<file path="src/rtl/hazard_ctrl.sv">
// hazard_ctrl: RV32I pipeline sequencer for load-use stalls, mispredict flushes and memory-wait freeze
// Ports: CLK/RST (sync, active-high); rs1D/rs2D/use_rs1D/use_rs2D describe the D instruction;
//   rdE/mem_loadE/reg_writeE/fail_predictE describe the E instruction; mem_reqM/mem_ready describe M.
//   Outputs: stall (D/E bubble), hold_fd (hold PC and F-D), flush_fd (zero F-D), freeze (hold all),
//   mem_err (sticky memory-wait timeout), ldstl (debug: multi-cycle stall in progress).
// Define HAZ_PERF_EN to add PERF_W-wide perf_stall/perf_flush/perf_freeze cycle counters.
module hazard_ctrl #(
  parameter int LOAD_LAT = 1,
  parameter int MEM_TO   = 16
`ifdef HAZ_PERF_EN
  , parameter int PERF_W = 32
`endif
) (
  input  logic       CLK,
  input  logic       RST,
  input  logic [4:0] rs1D,
  input  logic [4:0] rs2D,
  input  logic       use_rs1D,
  input  logic       use_rs2D,
  input  logic [4:0] rdE,
  input  logic [2:0] mem_loadE,
  input  logic       reg_writeE,
  input  logic       fail_predictE,
  input  logic       mem_reqM,
  input  logic       mem_ready,
  output logic       stall,
  output logic       hold_fd,
  output logic       flush_fd,
  output logic       freeze,
  output logic       mem_err,
  output logic       ldstl
`ifdef HAZ_PERF_EN
  , output logic [PERF_W-1:0] perf_stall
  , output logic [PERF_W-1:0] perf_flush
  , output logic [PERF_W-1:0] perf_freeze
`endif
);
  typedef enum logic {RUN, LDSTL} state_t;
  state_t     state_q, state_d;
  logic [2:0] cnt_q, cnt_d;
  logic [7:0] wcnt_q, wcnt_d;
  logic       err_q, err_d;
  logic       luh, memwait, st, fl, fr;
  assign luh = reg_writeE & |mem_loadE & (rdE != 5'd0) &
               ((use_rs1D & (rs1D == rdE)) | (use_rs2D & (rs2D == rdE)));
  assign memwait = mem_reqM & ~mem_ready;
  always_comb begin
    state_d = state_q;
    cnt_d   = cnt_q;
    st      = 1'b0;
    fl      = 1'b0;
    fr      = 1'b0;
    if (memwait) begin
      fr = 1'b1;
      st = state_q == LDSTL;
    end else if (state_q == LDSTL) begin
      if (fail_predictE) begin
        fl      = 1'b1;
        cnt_d   = 3'd0;
        state_d = RUN;
      end else begin
        st      = 1'b1;
        cnt_d   = cnt_q - 3'd1;
        state_d = cnt_q == 3'd1 ? RUN : LDSTL;
      end
    end else if (fail_predictE) begin
      fl = 1'b1;
    end else if (luh) begin
      st = 1'b1;
      if (LOAD_LAT > 1) begin
        state_d = LDSTL;
        cnt_d   = 3'(LOAD_LAT - 1);
      end
    end
  end
  // wcnt counts consecutive freeze cycles and saturates instead of wrapping
  assign wcnt_d = fr ? (wcnt_q == 8'hff ? wcnt_q : wcnt_q + 8'd1) : 8'd0;
  assign err_d  = err_q | (fr & (wcnt_q == 8'(MEM_TO - 1)));
  always_ff @(posedge CLK) begin
    if (RST) begin
      state_q <= RUN;
      cnt_q   <= 3'd0;
      wcnt_q  <= 8'd0;
      err_q   <= 1'b0;
    end else begin
      state_q <= state_d;
      cnt_q   <= cnt_d;
      wcnt_q  <= wcnt_d;
      err_q   <= err_d;
    end
  end
  assign stall    = st & ~RST;
  assign hold_fd  = st & ~RST;
  assign flush_fd = fl & ~RST;
  assign freeze   = fr & ~RST;
  assign mem_err  = err_q & ~RST;
  assign ldstl    = (state_q == LDSTL) & ~RST;
`ifdef HAZ_PERF_EN
  logic [PERF_W-1:0] ps_q, pf_q, pz_q;
  always_ff @(posedge CLK) begin
    if (RST) begin
      ps_q <= '0;
      pf_q <= '0;
      pz_q <= '0;
    end else begin
      ps_q <= ps_q + PERF_W'(stall);
      pf_q <= pf_q + PERF_W'(flush_fd);
      pz_q <= pz_q + PERF_W'(freeze);
    end
  end
  assign perf_stall  = ps_q;
  assign perf_flush  = pf_q;
  assign perf_freeze = pz_q;
`endif
endmodule

</file>
<file path="config.mk">
export PLATFORM = sky130hd
export DESIGN_NAME = hazard_ctrl
export DESIGN_NICKNAME = d
export VERILOG_FILES = /design/src/rtl/hazard_ctrl.sv
export SDC_FILE = /design/constraint.sdc
export NUM_CORES = 1
export LEC_CHECK = 0
export ABC_AREA = 1
export BUFFER_PORTS_ARGS = -buffer_cell sky130_fd_sc_hd__buf_2
export CAP_MARGIN = 20
export CORE_MARGIN = 3
export CORE_UTILIZATION = 40
export CTS_CLUSTER_SIZE = 40
export DETAILED_ROUTE_END_ITERATION = 8
export PLACE_DENSITY = 0.67
export REMOVE_ABC_BUFFERS = 1
export SYNTH_ARGS = -nofsm -noshare
export SYNTH_HDL_FRONTEND = slang
export SYNTH_SLANG_ARGS = --single-unit
</file>
<file path="constraint.sdc">
create_clock -name CLK -period 2.5 [get_ports CLK]
set_clock_uncertainty 0.1 [all_clocks]
set_input_delay 0.125 -clock CLK [delete_from_list [all_inputs] [get_ports CLK]]
set_output_delay 0.125 -clock CLK [all_outputs]
set_load 0.01 [all_outputs]
</file>
# After elaboration in Yosys (flattened, before gate mapping)
# Cells that the tools add are included.
# Widths: inputs -> output; s select.
# totals
register_bits	13
latch_bits	0
mem_bits_rw	0
rom_bits	0
inputBits	26
output_inout_bits	6
word_cells	45
memories	0
# classes
add_sub_neg	2
mul	0
div	0
order_cmp	0
n_eq_ne	5
n_shift	0
mux	12
bitwise	18
n_reduce_logical	4
# ops
cell	count
$and 1x1->1	12
$mux 1	11
$eq 5x5->1	2
$add 8x1->8 const B	1
$eq 8x4->1 const B	1
$eq 8x8->1 const B	1
$reduce_bool 5->1	1
$not 1->1	4
$eq 3x1->1 const B	1
$mux 3	1
$reduce_or 3->1	1
$sub 3x1->3 const B	1
$or 1x1->1	2
$reduce_and 2->1	1
$reduce_or 2->1	1

# Depth between registers and ports, before layout
# depth
depth_word	9
mapped_depth	9
mapped_depth_nobuf	8

# Worst setup path before layout
# OpenSTA, ideal clock, no wires.
# synth_timing
path_type	register to register
from	reg wcnt_q[0]
to	reg wcnt_q[0]
setup_time_ps	120
arrival_time_ps	1143
required_ps	2280
slack_ps	1137
path_stages_with_launch	7
path_buffers	0
synth_period_minus_slack_ps	1363
path_cell_list	dfxtp_1 -> ha_1 -> nand2_2 -> nor3_4 -> nand3_4 -> o21ai_1 -> a21oi_1
# synth_via
elab_chain_cells	1
elab_cells_between_ends	2
cone_classes	add/sub (1); eq/ne (1)
# synth_rtl
item	line_no	rtl
start: declaration	41	logic [7:0] wcnt_q, wcnt_d;
start signal: assignment	88	wcnt_q <= wcnt_d;
$add 8x1->8 or $eq 8x8->1 (tied branches)	77	assign wcnt_d = fr ? (wcnt_q == 8'hff ? wcnt_q : wcnt_q + 8'd1) : 8'd0;
# Parallel ways exist; a longest one is shown, timed or not.
# A chain may end at the register's enable or synchronous reset.

# Final worst setup path
# layout_timing
from	in RST
to	out freeze
# layout_via
elab_chain_cells	2
# layout_rtl
item	line_no	rtl
start: declaration	15	input logic RST,
$not 1->1	95	assign freeze = fr & ~RST;
$and 1x1->1	95	
end: declaration	29	output logic freeze,
# No other way between the ends.

==> results.toml <==
[timing]
timing.final.hold_violations = 0
rsz0062_at_grt = "no"
fin_ws_ps = 977
tns_ps = 0
drv_slew = 0
max_freq_mhz = 657
period_needed_ps = 1520
relSlewSlack = 0.825
finalSetupViolCount = 0
tightest_slew_ps = 263
fin_crit_sh = 0.609

[routing]
drt_iter0_drc = 12
wire_per_inst_um = 9.12
via_per_inst = 4.52
drtAntennaViolNets = 0
num_vias = 940
first_pass_iters = 4
wl_mm = 1.90
drc = 0

[power_and_ir_drop]
leakagePower_nw = 0.605
power_density_nw_per_um2 = 361
vdd_ir_drop_max_uv = 283

[clock_tree]
cts_inserted_buffers = 3
clockRootBuffer = "clkbuf_4"
cts_tree = "built"
htreeDepth = 1
clockBufferDepth = 2
postCtsHoldBufs = 1
cts_resized = 0
cts_setup_buffers = 0
path_clk_slew_ps = 80
cts_sinks = 13
clock_latency_ps = 270

[critical_path]
ff2ff_setup_slack_ps = 1000
worstPathRequired_ps = 2280
reg2reg_from = "wcnt_q[0]"
rr_endpoint = "wcnt_q[1]"
ff2ff_path_depth = 6
start_kind = "input pin"
critPathCaptureType = "output port"
arrival_ps = 1300
cp_max_fo = 6
criticalPathCategory = "in2out"

[global_routing]
grt_max_degree = 10
antenna_found_initial = 0
track_usage = 0.143
grt-ovfl-total = 0
grt_pass1_vias = 809
grt_pass1_wl_mm = 3.11

[cells_and_area]
diodes = 0
final_layout_size_suffix_gt1_frac = 0.265
final_util = 0.545
area.growth.synth_to_final_pct = 24.3
nNetsFinal = 211

[die]
die_x_um = 53.3
die-area_sq_um = 2840
boundaryPins = 32
rows = 16
die_y_um = 53.3
initial_core_util = 0.439
coreArea_sq_um = 2040

[hold_path]
holdPathEnd = "cnt_q[0]"
hp-start = "fail_predictE"
min_path_type = "in2reg"
whs_path_depth = 4

[job]
cap_violations = 0

[place]
dp_slack_ps = 992
dpl.hpwl_mm = 1.51
routabilityCongestion = 0.832
io_buffer_count = 31

[synthesis]
synth-seq-area-share = 0.291
syn_inst = 146
synth_top_area_share = 0.291
ys_seq_elements = 13
yosysTopAreaCell = "dfxtp_1"
ys_types = 23
synth_area_leaders = "dfxtp_1 (29%), nand2_1 (17%), inv_1 (10%)"
yosysWarnings = 0
synth_area_sq_um = 896
syn_area_per_cell_sq_um = 6.14

[run_status]
outcome = "finished clean"
## cells in the mapped netlist
cell and n:
nand2_1 41, inv_1 25, nor2_1 18, dfxtp_1 13
nand3_1 10, a21oi_1 6, inv_2 6, a31oi_1 4
ha_1 3, nand2_2 3, o21ai_0 3, o21ai_1 2
xor2_1 2, buf_4 1, nand3_4 1, nand4_1 1
nor2_2 1, nor3_1 1, nor3_4 1, o211ai_2 1
o31ai_1 1, o32ai_1 1, or2_2 1
## routing by layer
layer | GRT usage | up-vias | part of all wire
li1 | - | 520 | -
met1 | 0.175 | 386 | 0.46
met2 | 0.245 | 30 | 0.46
met3 | 0.0254 | 4 | 0.071
met4 | 0.0511 | 0 | 0.010
met5 | 0 | - | 0
## layout make-up
class	instances	area, sq um
tap	27	33.8
multi-input combinational	101	512
inverter	31	116
sequential	13	260
fill	207	928
timing repair buffer	32	165
clock buffer	4	26.3
## worst max path at each step
| stage | start | to | slack, ps | depth (start not counted) |
|---|---|---|---|---|
| 5_1_grt | wcnt_q[0] | wcnt_q[1] | 900 | 6 |
| 3_3_place_gp | wcnt_q[0] | wcnt_q[0] | 1070 | 6 |
| 6_report | RST | freeze | 980 | 6 |
| 3_5_place_dp | wcnt_q[0] | wcnt_q[1] | 990 | 6 |
| 2_1_floorplan | wcnt_q[0] | wcnt_q[0] | 1140 | 6 |
| 4_1_cts | RST | freeze | 970 | 6 |
## cells in the final DEF, fill, tap and decap left out, types with 2 or more instances in the layout
cell,instances
dfxtp_1,13
clkbuf_4,3
nand2_2,3
nand3_1,10
a31oi_1,4
o21ai_1,2
inv_2,6
ha_1,3
a21oi_1,6
nand2_1,41
buf_2,31
o21ai_0,3
xor2_1,2
nor2_1,18
inv_1,25
## sequential cells by signal (all words and copies together), names as in the netlist
register  flops
cnt_q         3
wcnt_q        8
state_q       1
err_q         1
## where the power goes
part           switching, mW  internal [mW]
clock network         0.0657         0.0617
logic                 0.0358         0.0300
registers           0.000775          0.208
total                  0.102          0.299
## logic make-up (layout without fill, tap and decap cells)
family	Yosys count	after routing	synth area share
adder cells (fa/ha/maj)	3	3	0.0419
flip-flops	13	13	0.291
buffers and inverters	32	67	0.138
AO/OA/AOI/OAI	18	18	0.122
XOR/XNOR	2	2	0.0196
AND/OR/NAND/NOR	78	78	0.388
## worst max-delay path, cell delays in order
cell and delay (ps):
dlygate4sd3_1 530, buf_2 160, inv_2 70, nand2_1 130, inv_2 140, buf_2 140
## through the flow
stage                     area, sq um  power [mW]  std cells  hold WS [ps]
final                            1110       0.402        208          59.3
after floorplan                   888       0.247        145          94.1
after global routing             1110       0.432        208          77.1
after detailed placement         1080       0.278        203           280
after CTS                        1110       0.407        208          54.0
after global placement           1080       0.277        203           283
(Power assumes the default switching activity.)
